### config.mk
export PLATFORM = sky130hd
export DESIGN_NAME = picosoc_debug_master
export DESIGN_NICKNAME = d
export VERILOG_FILES = /design/src/rtl/picosoc_debug_master.sv
export SDC_FILE = /design/constraint.sdc
export NUM_CORES = 1
export LEC_CHECK = 0
export BUFFER_PORTS_ARGS = -buffer_cell sky130_fd_sc_hd__buf_2
export CAP_MARGIN = 15
export CORE_UTILIZATION = 40
export CTS_BUF_LIST = sky130_fd_sc_hd__clkbuf_4 sky130_fd_sc_hd__clkbuf_8 sky130_fd_sc_hd__clkbuf_16
export DETAILED_ROUTE_END_ITERATION = 12
export MAX_ROUTING_LAYER = met4
export PLACE_DENSITY_LB_ADDON = 0.3
export SKIP_LAST_GASP = 1
export SLEW_MARGIN = 20
export SYNTH_ARGS = -nofsm -noshare
export SYNTH_HDL_FRONTEND = slang
export SYNTH_SLANG_ARGS = --single-unit
### constraint.sdc
create_clock -name clk -period 3.7 [get_ports clk]
set_input_delay 0.185 -clock clk [delete_from_list [all_inputs] [get_ports clk]]
set_output_delay 0.185 -clock clk [all_outputs]
set_load 0.005 [all_outputs]
### src/rtl/picosoc_debug_master.sv
// Byte-stream debug initiator for the PicoSoC iomem bus: parses R/W commands,
// arbitrates for the bus, runs one word transaction and streams back ACK/NAK plus read data.
module picosoc_debug_master #(
    parameter int unsigned TIMEOUT_CYCLES = 1024
) (
    input  logic        clk,
    input  logic        resetn,
    input  logic        rx_valid_i,
    input  logic [7:0]  rx_data_i,
    output logic        rx_ready_o,
    output logic        tx_valid_o,
    output logic [7:0]  tx_data_o,
    input  logic        tx_ready_i,
    output logic        bus_req_o,
    input  logic        bus_gnt_i,
    output logic        iomem_valid_o,
    output logic [3:0]  iomem_wstrb_o,
    output logic [31:0] iomem_addr_o,
    output logic [31:0] iomem_wdata_o,
    input  logic [31:0] iomem_rdata_i,
    input  logic        iomem_ready_i,
    output logic        busy_o
);

    typedef enum logic [2:0] {
        S_IDLE, S_ADDR, S_DATA, S_REQ, S_BUS, S_RESP
    } state_t;

    typedef struct packed {
        logic [31:0] addr;
        logic [31:0] wdata;
        logic [3:0]  wstrb;
    } bus_cmd_t;

    localparam logic [7:0]  CMD_R   = 8'h52;
    localparam logic [7:0]  CMD_W   = 8'h57;
    localparam logic [7:0]  ACK     = 8'h06;
    localparam logic [7:0]  NAK     = 8'h15;
    localparam logic [15:0] TO_LAST = 16'(TIMEOUT_CYCLES - 1);

    state_t      state;
    bus_cmd_t    cmd;
    logic        is_write;
    logic        nak;
    logic [1:0]  byte_cnt;
    logic [2:0]  tx_idx;
    logic [15:0] to_cnt;
    logic [31:0] addr_sr;
    logic [31:0] data_sr;
    logic [31:0] rdata_q;

    logic rx_fire;
    logic tx_fire;
    logic tx_last;

    assign rx_fire = rx_valid_i && rx_ready_o;
    assign tx_fire = tx_valid_o && tx_ready_i;
    // NAK and write responses are a single byte; a read ACK carries four more.
    assign tx_last = (nak || is_write) ? (tx_idx == 3'd0) : (tx_idx == 3'd4);

    assign iomem_addr_o  = cmd.addr;
    assign iomem_wdata_o = cmd.wdata;
    assign iomem_wstrb_o = cmd.wstrb;

    always_ff @(posedge clk or negedge resetn) begin
        if (!resetn) begin
            state         <= S_IDLE;
            cmd           <= '0;
            is_write      <= 1'b0;
            nak           <= 1'b0;
            byte_cnt      <= 2'd0;
            tx_idx        <= 3'd0;
            to_cnt        <= 16'd0;
            addr_sr       <= 32'd0;
            data_sr       <= 32'd0;
            rdata_q       <= 32'd0;
            rx_ready_o    <= 1'b0;
            tx_valid_o    <= 1'b0;
            tx_data_o     <= 8'd0;
            bus_req_o     <= 1'b0;
            iomem_valid_o <= 1'b0;
            busy_o        <= 1'b0;
        end else begin
            case (state)
                S_IDLE: begin
                    // rx_ready comes up one cycle after reset release.
                    rx_ready_o <= 1'b1;
                    if (rx_fire && (rx_data_i == CMD_R || rx_data_i == CMD_W)) begin
                        state    <= S_ADDR;
                        is_write <= (rx_data_i == CMD_W);
                        byte_cnt <= 2'd0;
                        busy_o   <= 1'b1;
                    end
                end
                S_ADDR: begin
                    if (rx_fire) begin
                        addr_sr  <= {rx_data_i, addr_sr[31:8]};
                        byte_cnt <= byte_cnt + 2'd1;
                        if (byte_cnt == 2'd3) begin
                            if (is_write) begin
                                state <= S_DATA;
                            end else begin
                                state      <= S_REQ;
                                rx_ready_o <= 1'b0;
                                bus_req_o  <= 1'b1;
                            end
                        end
                    end
                end
                S_DATA: begin
                    if (rx_fire) begin
                        data_sr  <= {rx_data_i, data_sr[31:8]};
                        byte_cnt <= byte_cnt + 2'd1;
                        if (byte_cnt == 2'd3) begin
                            state      <= S_REQ;
                            rx_ready_o <= 1'b0;
                            bus_req_o  <= 1'b1;
                        end
                    end
                end
                S_REQ: begin
                    if (bus_gnt_i) begin
                        state         <= S_BUS;
                        iomem_valid_o <= 1'b1;
                        to_cnt        <= 16'd0;
                        cmd.addr      <= addr_sr & 32'hFFFF_FFFC;
                        cmd.wdata     <= is_write ? data_sr : 32'd0;
                        cmd.wstrb     <= is_write ? 4'hF : 4'h0;
                    end
                end
                S_BUS: begin
                    // A ready arriving on the final timeout cycle still counts as success.
                    if (iomem_ready_i || to_cnt == TO_LAST) begin
                        state         <= S_RESP;
                        iomem_valid_o <= 1'b0;
                        bus_req_o     <= 1'b0;
                        tx_valid_o    <= 1'b1;
                        tx_idx        <= 3'd0;
                        nak           <= !iomem_ready_i;
                        tx_data_o     <= iomem_ready_i ? ACK : NAK;
                        if (iomem_ready_i)
                            rdata_q <= iomem_rdata_i;
                    end else begin
                        to_cnt <= to_cnt + 16'd1;
                    end
                end
                S_RESP: begin
                    if (tx_fire) begin
                        if (tx_last) begin
                            state      <= S_IDLE;
                            tx_valid_o <= 1'b0;
                            tx_data_o  <= 8'd0;
                            busy_o     <= 1'b0;
                            rx_ready_o <= 1'b1;
                        end else begin
                            tx_idx    <= tx_idx + 3'd1;
                            tx_data_o <= rdata_q[{tx_idx[1:0], 3'b000} +: 8];
                        end
                    end
                end
                default: state <= S_IDLE;
            endcase
        end
    end

endmodule

; Word level (Yosys, flattened, before mapping)
; Index checks and enable logic that the tools add are counted.
[totals]
elab_cells = 129
register_bits = 201
inputBits = 46
[classes]
mux = 52
eq_ne = 23
addsub = 3
n_shift = 1
n_reduce_logical = 32
[ops]
columns = op, n
row1 = $mux 3, 12
row2 = $mux 16, 2
row3 = $mux 32, 1
row4 = $pmux 16 s2, 1
row5 = $shiftx 32x6->8, 1
row6 = $mux 8, 3
row7 = $ne 2x2->1 const B, 12
row8 = $mux 1, 20
row9 = $pmux 3 s6, 1
row10 = $add 16x1->16 const B, 1
row11 = $eq 16x10->1 const B, 1
row12 = $eq 8x7->1 const B, 2
row13 = $pmux 8 s2, 1
row14 = $reduce_and 3->1, 5
row15 = $reduce_and 4->1, 3
row16 = $reduce_and 2->1, 5
row17 = $eq 3x3->1 const B, 3
row18 = $reduce_and 9->1, 1
row19 = $reduce_and 8->1, 1
row20 = $reduce_bool 2->1, 4
row21 = $reduce_and 7->1, 1
row22 = $eq 3x2->1 const B, 2
row23 = $logic_not 3->1, 2
row24 = $pmux 1 s2, 3
row25 = 18 further kinds, 23

; Depth between registers and ports, before layout
; Gate-level depths: netlist (run 1).
[logic_depth]
word_depth = 5
mapped_depth = 7

; Least setup slack after synthesis (run 1)
; Ideal clock, no wire load.
[synth_path]
path_kind = register to register
from = reg state[1]
to = reg to_cnt[8]
synth_period_minus_slack_ns = 1.797
path_stages_with_launch = 6
required_time_ns = 3.622
path_slack_ns = 1.903
arrival_time_ns = 1.719
cell_sequence = dfrtp_1 > buf_6 > nor4b_4 > nand2_4 > or4_1 > a21oi_1
[synth_between]
elab_chain_len = 3
elab_cells_between_ends = 7
cone_classes = eq/ne (4) / mux (1) / reduce/logical (2)
[synth_lines]
columns = element, line
row1 = from (decl), 41  ; state_t state;
row2 = from (signal assigned), 67  ; state <= S_IDLE;
row3 = from (signal assigned), 89  ; state <= S_ADDR;
row4 = from (signal assigned), 101  ; state <= S_DATA;
row5 = $eq 3x3->1 / $eq 3x2->1 (equally long branches), 84  ; case (state)
row6 = $ne 2x2->1 (no line) / $reduce_bool 2->1 (equally long branches), --
row7 = $reduce_and 3->1 (no line), --
row8 = to (signal assigned), 144  ; to_cnt <= to_cnt + 16'd1;
row9 = to (decl), 47  ; logic [15:0] to_cnt;
; Several ways; a longest one is shown, not always the timed one.
; A chain may end at the register's enable or synchronous reset.

; Final worst setup path (run 1)
[layout_path]
from = reg state[1]
to = reg to_cnt[9]
; The elaborated chain is that of the path after synthesis.

==> results.py, run 1 <==
metrics = {
    "synthesis": {
        "synth.ff_latch_count": 196,
        "synth_enable_flop_cells": 0,
        "ys_seq_area_share_pct": 59.1,
        "synthCells": 712,
        "syn_area_per_cell_um2": 11.7,
        "ys.warnings.count": 0,
        "synth.distinct_cells": 61,
        "ys.flop_type": "dfrtp_1",
        "synth_area_um2": 8300,
        "async_flop_share_pct": 100,
    },
    "layout": {
        "layout_common_cells": "196 x dfrtp_1, 177 x nand2_1, 123 x buf_2",
        "diodes": 0,
        "final_util_pct": 49.5,
        "area_delta_synth_final_pct": 21.0,
        "fillers": 1845,
        "layout_commonest_cell": "dfrtp_1",
        "final_cell_area_um2": 10000,
        "drive_gt1_share_pct": 32.5,
        "nets": 902,
    },
    "die": {
        "die_x_um": 146,
        "floorplan.rows": 52,
        "die_area_um2": 21300,
        "coreArea_um2": 20300,
        "ios": 127,
        "fp.dieH_um": 146,
        "initial_utilization_pct": 40.9,
    },
    "timing": {
        "finalHoldViolCount": 0,
        "setup_viol": 0,
        "rsz0062_at_grt": "false",
        "period_needed_ps": 2500,
        "drv_slew": 0,
        "timing.fmax_ghz": 0.400,
        "tightest_slew_ps": 808,
        "clock-skew-final_ps": 13.9,
        "fin_crit_sh_pct": 67.6,
        "slew_headroom_pct": 45.8,
        "fin_tns_setup_ps": 0,
        "fin_ws_ps": 1200,
    },
    "global_routing": {
        "grt_use_total_pct": 18.2,
        "first_global_vias": 5579,
        "grt.overflow.total": 0,
        "grt_pass1_wl_mm": 29.6,
        "antenna_found_initial": 0,
        "grt_max_degree": 97,
    },
    "clock_network": {
        "cts_buffer_depth": 2,
        "path_clk_slew_ps": 70,
        "cts_sinks": 196,
        "cts_root_buf": "clkbuf_16",
        "cts_tree": "built",
        "insertion_delay_ps": 440,
        "cts-buffers-inserted": 17,
        "h-tree-depth": 4,
    },
    "power_and_ir_drop": {
        "switching_share_pct": 32.1,
        "ir_drop_mv": 0.333,
        "powerDensity_nw_per_um2": 753,
        "leakage_nw": 4.96,
        "clockPowerShare_pct": 23.6,
        "seqPwrFrac_pct": 48.6,
        "power_frac_comb_pct": 27.8,
        "power.internal_mw": 5.13,
        "p_switching_mw": 2.43,
    },
    "routing": {
        "drt_wl_total_mm": 18.0,
        "drtIter0Drc": 328,
        "drcViolationCount": 0,
        "dr.pass1.iters": 5,
        "detail-route-antenna-nets": 0,
        "avgRoutedWirePerCell_um": 15.8,
        "vias_per_cell": 5.07,
        "vias": 5756,
    },
    "place": {
        "dpl_cell_area_um2": 9140,
        "post-place-ws_ps": 1200,
        "io_buffers": 124,
        "gp_congestion": 0.816,
        "dp_hpwl_mm": 11.8,
    },
    "job": {
        "max_cap_viol_count": 0,
    },
    "critical_path": {
        "criticalPathCategory": "flip-flop to flip-flop",
        "arrival_ps": 2800,
        "required_ps": 4000,
        "endpoint_kind": "flip-flop",
        "path_max_fanout": 39,
        "startpoint_type": "flip-flop",
    },
    "worst_hold_path": {
        "hold_class": "input pin to flip-flop",
    },
    "outcome": {
        "status": "completed",
    },
}
-- cells by family after synthesis --
| family | after synthesis | synth area share (%) |
|---|---|---|
| fa+ha+maj | 4 | 0.603 |
| other cells | 1 | 0.0452 |
| flops | 196 | 59.1 |
| simple gates | 273 | 15.1 |
| xor+xnor | 2 | 0.211 |
| mux | 108 | 15.7 |
| compound gates | 67 | 5.85 |
| buf+inv | 61 | 3.36 |
-- metal layers --
layer  share of wire [%]  GRT usage (%)
met2                  50           28.0
met5                   0              -
met4                 1.2           5.16
met1                  46           24.4
met3                 3.0           3.97
-- timing repair --
item                                   CTS  global route
buffers inserted                         0             0
setup endpoints to repair                0             0
hold buffers                            33             0
gates resized for setup                  0             0
endpoints found under the hold margin  125             0
-- synthesized netlist by cell type (all sizes together), types with 6 or more instances --
cell type  count  share of area (%)
dfrtp        196                 59
nand2        178                8.1
mux2          94                 13
nand3         38                2.4
clkbuf        25                1.1
buf           24                1.7
a21oi         13               0.78
inv           12               0.54
o21ai         11               0.66
o31ai         10               0.90
nor2           9               0.41
mux4           8                2.2
or4            8               0.72
and3           7               0.53
nand4          7               0.53
mux2i          6               0.72
or3            6               0.45
-- through the flow --
stage	instances	power, mW	hold WS, ps
after floorplan	713	4.99	-111
after global placement	1070	5.74	328
after detailed placement	1070	5.82	321
after CTS	1135	7.65	31.8
after global routing	1135	8.05	27.6
final	1135	7.56	40.6
-- worst paths after layout --
check                              from          endpoint  slack [ps]  depth (start not counted)
max                            state[1]         to_cnt[9]        1200                          5
min                        rx_data_i[6]       data_sr[30]          40                          2
max reg2reg                    state[1]         to_cnt[9]        1200                          5
min reg2reg                  addr_sr[4]   iomem_addr_o[4]         460                          2
max in group asynchronous        resetn          state[2]        2310                          3
min in group asynchronous        resetn  iomem_wdata_o[4]         390                          2
-- area by class of cell --
type	count	area (um2)	area share [%]
multi-input cells	456	3130	31.2
well taps	270	338	3.36
clock buffers	19	447	4.45
clock inverters	13	125	1.25
repair buffers	169	1050	10.5
flip-flops and latches	196	4900	48.9
inverters	12	45.0	0.449
-- worst max-delay path, stage by stage, from the launching register on --
cell and delay [ps]:
dfrtp_1 690, inv_1 230, or3_2 820, buf_4 400, nand2b_1 120, mux2i_1 70
-- power by group through the flow --
stage	clock network [mW]	registers (mW)	logic, mW
global route	1.90	3.79	2.35
CTS	1.83	3.68	2.14
global placement	0	3.69	2.05
floorplan	0	3.44	1.55
finish	1.78	3.67	2.10
detailed placement	0	3.72	2.10
-- registers in the layout, indices dropped and copies added (netlist names) --
name	count
addr_sr	30
iomem_valid_o	1
state	3
tx_data_o	8
data_sr	32
iomem_wdata_o	32
iomem_addr_o	30
is_write	1
byte_cnt	2
bus_req_o	1
rdata_q	32
iomem_wstrb_o	1
tx_idx	3
to_cnt	16
busy_o	1
tx_valid_o	1
nak	1
rx_ready_o	1
No activity file was read; power rests on OpenSTA's default activity.
==> inputs of run 2 (changes only) <==
==> constraint.sdc (replaced) <==
create_clock -name clk -period 2.1 [get_ports clk]
set_input_delay 0.105 -clock clk [delete_from_list [all_inputs] [get_ports clk]]
set_output_delay 0.105 -clock clk [all_outputs]
set_load 0.005 [all_outputs]
==> run 2 against run 1 <==
Effect of this change: global-route usage grew 0.54 points; clock skew shrank 4.0 ps; sequential power increased by 71%; worst setup slack lost 1000 ps; clock power up 88%; largest power group unchanged.
==> results.py, run 2 (same netlist as run 1, synthesis figures left out) <==
metrics = {
    "outcome": {
        "status": "completed",
    },
    "timing": {
        "clock-skew-final_ps": 9.91,
        "tightest_slew_ps": 500,
        "fin_crit_sh_pct": 90.8,
        "drv_slew": 0,
        "timing.fmax_ghz": 0.525,
        "rsz0062_at_grt": "false",
        "finalHoldViolCount": 0,
        "slew_headroom_pct": 66.7,
        "period_needed_ps": 1910,
        "fin_tns_setup_ps": 0,
        "setup_viol": 0,
        "fin_worst_hold_slack_ps": 11.5,
        "fin_ws_ps": 194,
    },
    "critical_path": {
        "critPathMaxStageDelay_ps": 510,
        "criticalPathCategory": "flip-flop to flip-flop",
        "endpoint_kind": "flip-flop",
        "required_ps": 2450,
        "cpLargestDelayFamily": "simple AND/OR/NAND/NOR gates",
        "startpoint_type": "flip-flop",
        "arrival_ps": 2260,
        "crit_path_top_delay_cell": "or4_1",
        "cp_cell_sequence": "and3_1, and4_1, buf_4, or4_1, a21oi_1",
        "path_max_fanout": 13,
        "crit_buf_inv": 1,
    },
    "clock_network": {
        "cts_root_buf": "clkbuf_16",
        "cts_sinks": 196,
        "cts_buffer_depth": 2,
        "h-tree-depth": 4,
        "path_clk_slew_ps": 70,
        "cts_tree": "built",
        "post_cts_resized": 0,
        "insertion_delay_ps": 430,
        "cts-buffers-inserted": 17,
    },
    "routing": {
        "vias_per_cell": 5.07,
        "drtIter0Drc": 255,
        "vias": 5856,
        "dr.pass1.iters": 4,
        "drcViolationCount": 0,
        "detail-route-antenna-nets": 0,
        "drt_wl_total_mm": 18.2,
        "avgRoutedWirePerCell_um": 15.7,
    },
    "place": {
        "dp_hpwl_mm": 11.8,
        "post-place-ws_ps": 194,
        "dpl_cell_area_um2": 9360,
        "dp.cells": 1084,
        "gp_congestion": 0.815,
        "io_buffers": 124,
    },
    "die": {
        "die_area_um2": 21300,
        "coreArea_um2": 20300,
        "ios": 127,
        "die_x_um": 146,
        "fp.dieH_um": 146,
        "initial_utilization_pct": 40.9,
        "floorplan.rows": 52,
    },
    "layout": {
        "area_delta_synth_final_pct": 24.9,
        "final_util_pct": 51.1,
        "diodes": 0,
        "final_cell_area_um2": 10400,
        "layout_commonest_cell": "dfrtp_1",
        "drive_gt1_share_pct": 33.3,
        "nets": 923,
        "layout_common_cells": "196 x dfrtp_1, 177 x nand2_1, 123 x buf_2",
        "final_cells": 1156,
    },
    "power_and_ir_drop": {
        "ir_drop_mv": 0.633,
        "powerDensity_nw_per_um2": 1320,
        "power_mw": 13.7,
        "leakage_nw": 5.11,
    },
    "job": {
        "max_cap_viol_count": 0,
    },
    "global_routing": {
        "grt.overflow.total": 0,
        "grt_max_degree": 74,
        "first_global_vias": 5837,
        "grt_pass1_wl_mm": 30.7,
        "grt_use_total_pct": 18.8,
        "antenna_found_initial": 0,
    },
    "worst_hold_path": {
        "hold_class": "input pin to flip-flop",
    },
}
run 2: cell count changes in the layout (fill, tap and decap cells not counted), sizes merged:
cell,before,now
buf,135,149
bufinv,1,2
clkinv,5,2
clkinvlp,3,2
dlygate4sd3,33,40
inv,16,19
run 2: worst paths after layout:
kind,from,end,slack [ps],cells after the start
max reg2reg,to_cnt[7],to_cnt[8],190,5
max,to_cnt[7],to_cnt[8],190,5
min reg2reg,addr_sr[3],iomem_addr_o[3],460,2
min,rx_data_i[4],data_sr[28],10,2
min in group asynchronous,resetn,iomem_wdata_o[4],210,2
max in group asynchronous,resetn,iomem_addr_o[8],1170,3
run 2: area by class of cell:
class	instances	area (um2)
multi-input combinational	456	3130
clock buffer	19	447
timing repair buffer	190	1340
fill	1843	9940
clock inverter	13	161
inverter	12	45.0
sequential	196	4900
tap	270	338
run 2: report_power, final:
group	internal (mW)	switching (mW)	leakage (nW)	total (mW)
sequential	5.28	0.995	2.51	6.28
clock	1.85	1.50	0.294	3.35
combinational	2.23	1.84	2.30	4.07
total	9.36	4.33	5.11	13.7
run 2: repair_timing:
| item | in CTS | in global routing |
|---|---|---|
| buffers inserted | 0 | 0 |
| endpoints found under the hold margin | 99 | 0 |
| hold buffers | 40 | 0 |
run 2: layer usage:
metal | part of all wire, % | GRT usage (%) | wire [um]
met2 | 50 | 29.4 | 9010
met1 | 46 | 24.9 | 8420
met3 | 2.7 | 3.22 | 497
met5 | 0 | - | 0
met4 | 1.4 | 5.94 | 248
==> inputs of run 3 (changes only) <==
--- a/config.mk
+++ b/config.mk
@@ -12,6 +12,7 @@
 export DETAILED_ROUTE_END_ITERATION = 12
 export MAX_ROUTING_LAYER = met4
 export PLACE_DENSITY_LB_ADDON = 0.3
+export SETUP_SLACK_MARGIN = 0.5
 export SKIP_LAST_GASP = 1
 export SLEW_MARGIN = 20
 export SYNTH_ARGS = -nofsm -noshare
==> run 3 against run 2 <==
Effect of this change: count of clock-buffer cells in the layout unchanged; critical endpoint is now tx_data_o[1]; non-clock buffer count rose by 58; largest cell class unchanged; maximum frequency up 7.3%.
==> results.py, run 3 (same netlist as run 1, synthesis figures left out) <==
metrics = {
    "outcome": {
        "status": "completed",
    },
    "layout": {
        "drive_gt1_share_pct": 41.1,
        "layout_commonest_cell": "dfrtp_1",
        "final_cells": 1215,
        "multi_input_area_um2": 3490,
        "area_delta_synth_final_pct": 39.5,
        "diodes": 0,
        "fillers": 1701,
        "nets": 982,
        "register_area_um2": 4910,
        "layout_common_cells": "192 x dfrtp_1, 174 x nand2_1, 124 x buf_2",
    },
    "power_and_ir_drop": {
        "leakage_nw": 5.66,
        "ir_drop_mv": 0.708,
        "power_mw": 14.8,
        "powerDensity_nw_per_um2": 1280,
    },
    "timing": {
        "slew_headroom_pct": 61.1,
        "drv_slew": 0,
        "fin_tns_setup_ps": 0,
        "tightest_slew_ps": 583,
        "fin_crit_sh_pct": 84.6,
        "setup_viol": 0,
        "rsz0062_at_grt": "true",
        "period_needed_ps": 1780,
        "clock-skew-final_ps": 14.0,
        "finalHoldViolCount": 0,
        "timing.fmax_ghz": 0.563,
    },
    "global_routing": {
        "first_global_vias": 6324,
        "antenna_found_initial": 0,
        "use_met3_pct": 4.16,
        "grt_use_total_pct": 20.3,
        "grt_max_degree": 66,
        "grt.overflow.total": 0,
        "use_met1_pct": 27.5,
        "grt_use_met2_pct": 31.3,
        "grt-busiest-layer": "met2",
        "grt_pass1_wl_mm": 33.2,
    },
    "critical_path": {
        "startpoint_type": "flip-flop",
        "required_ps": 2410,
        "endpoint_kind": "flip-flop",
        "cpLargestDelayFamily": "simple AND/OR/NAND/NOR gates",
        "cp_cell_sequence": "buf_4, nand3b_1, nor2_2, a311oi_2, buf_4, a221o_1",
        "worst_path_most_repeated_cell": "buf_4",
        "crit_buf_inv": 2,
        "critPathMaxStageDelay_ps": 460,
        "crit_path_top_delay_cell": "dfrtp_2",
        "path_max_fanout": 6,
        "criticalPathCategory": "flip-flop to flip-flop",
        "arrival_ps": 2090,
    },
    "routing": {
        "vias": 6281,
        "drt_wl_total_mm": 21.7,
        "drcViolationCount": 0,
        "dr.pass1.iters": 4,
        "drtIter0Drc": 433,
        "vias_per_cell": 5.17,
        "detail-route-antenna-nets": 0,
        "avgRoutedWirePerCell_um": 17.8,
    },
    "clock_network": {
        "cts_tree": "built",
        "path_clk_slew_ps": 70,
        "h-tree-depth": 4,
        "cts_root_buf": "clkbuf_16",
        "insertion_delay_ps": 440,
        "cts-buffers-inserted": 17,
        "cts_buffer_depth": 2,
        "cts_sinks": 196,
    },
    "die": {
        "fp.dieH_um": 146,
        "floorplan.rows": 52,
        "coreArea_um2": 20300,
        "die_x_um": 146,
        "initial_utilization_pct": 40.9,
        "die_area_um2": 21300,
        "ios": 127,
    },
    "place": {
        "dp.cells": 1086,
        "gp_congestion": 0.749,
        "dp_hpwl_mm": 11.7,
        "io_buffers": 124,
    },
    "job": {
        "max_cap_viol_count": 0,
    },
    "worst_hold_path": {
        "hold_class": "input pin to flip-flop",
    },
}
## run 3: cell count changes in the layout (fill, tap and decap cells not counted), sizes merged
cell / before / now
and4: 1 / 2
buf: 149 / 196
bufbuf: 0 / 1
bufinv: 2 / 1
clkbuf: 20 / 29
clkinv: 2 / 6
dlygate4sd3: 40 / 41
inv: 19 / 16
## run 3: path summary, 6_finish.rpt
| kind | cells after the start | from | slack, ps | endpoint |
|---|---|---|---|---|
| setup / recovery | 6 | state[1] | 320 | tx_data_o[1] |
| hold / removal | 4 | bus_gnt_i | 10 | state[1] |
| setup reg to reg | 6 | state[1] | 320 | tx_data_o[1] |
| hold reg to reg | 2 | iomem_wdata_o[1] | 460 | iomem_wdata_o[1] |
| max in group asynchronous | 3 | resetn | 1190 | to_cnt[5] |
| min in group asynchronous | 2 | resetn | 240 | iomem_addr_o[11] |
## run 3: report_power, final
part	leakage, nW	switching (mW)	internal, mW
clock	0.290	1.57	1.73
sequential	2.51	1.06	5.29
combinational	2.86	2.14	2.96
total	5.66	4.78	9.98
## run 3: timing repair
action,in CTS,in global routing
buffers inserted,25,10
pin swaps,18,16
endpoints found under the setup margin,191,194
gates resized for setup,35,71
cloned,11,10
endpoints found under the hold margin,109,0
hold buffers,41,0
## run 3: metrics by stage
| stage | hold WS [ps] | instance area (um2) | util [%] | worst slack, ps |
|---|---|---|---|---|
| finish | 11.2 | 11600 | 57.0 | 324 |
| global route | 18.3 | 11600 | 57.0 | 267 |
| CTS | 23.9 | 11000 | 54.0 | 379 |
| detailed placement | 152 | 9400 | 46.3 | 200 |
| global placement | 149 | 9400 | 46.3 | 227 |
| floorplan | -191 | 8360 | - | 319 |
## run 3: worst min-delay path: stages
cell	delay, ps
buf_2	90
nand2_2	80
nand2_1	70
a21oi_1	60
## run 3: layout make-up
type,count,area share (%)
sequential,196,42.4
multi-input combinational,457,30.1
timing repair buffer,248,19.0
clock buffer,19,3.86
tap,270,2.92
clock inverter,13,1.27
inverter,12,0.389
## run 3: metal layers
metal | vias to the layer above | wire (um)
met1 | 3186 | 10200
met3 | 21 | 764
met2 | 142 | 10400
met5 | - | 0
li1 | 2932 | -
met4 | 0 | 259
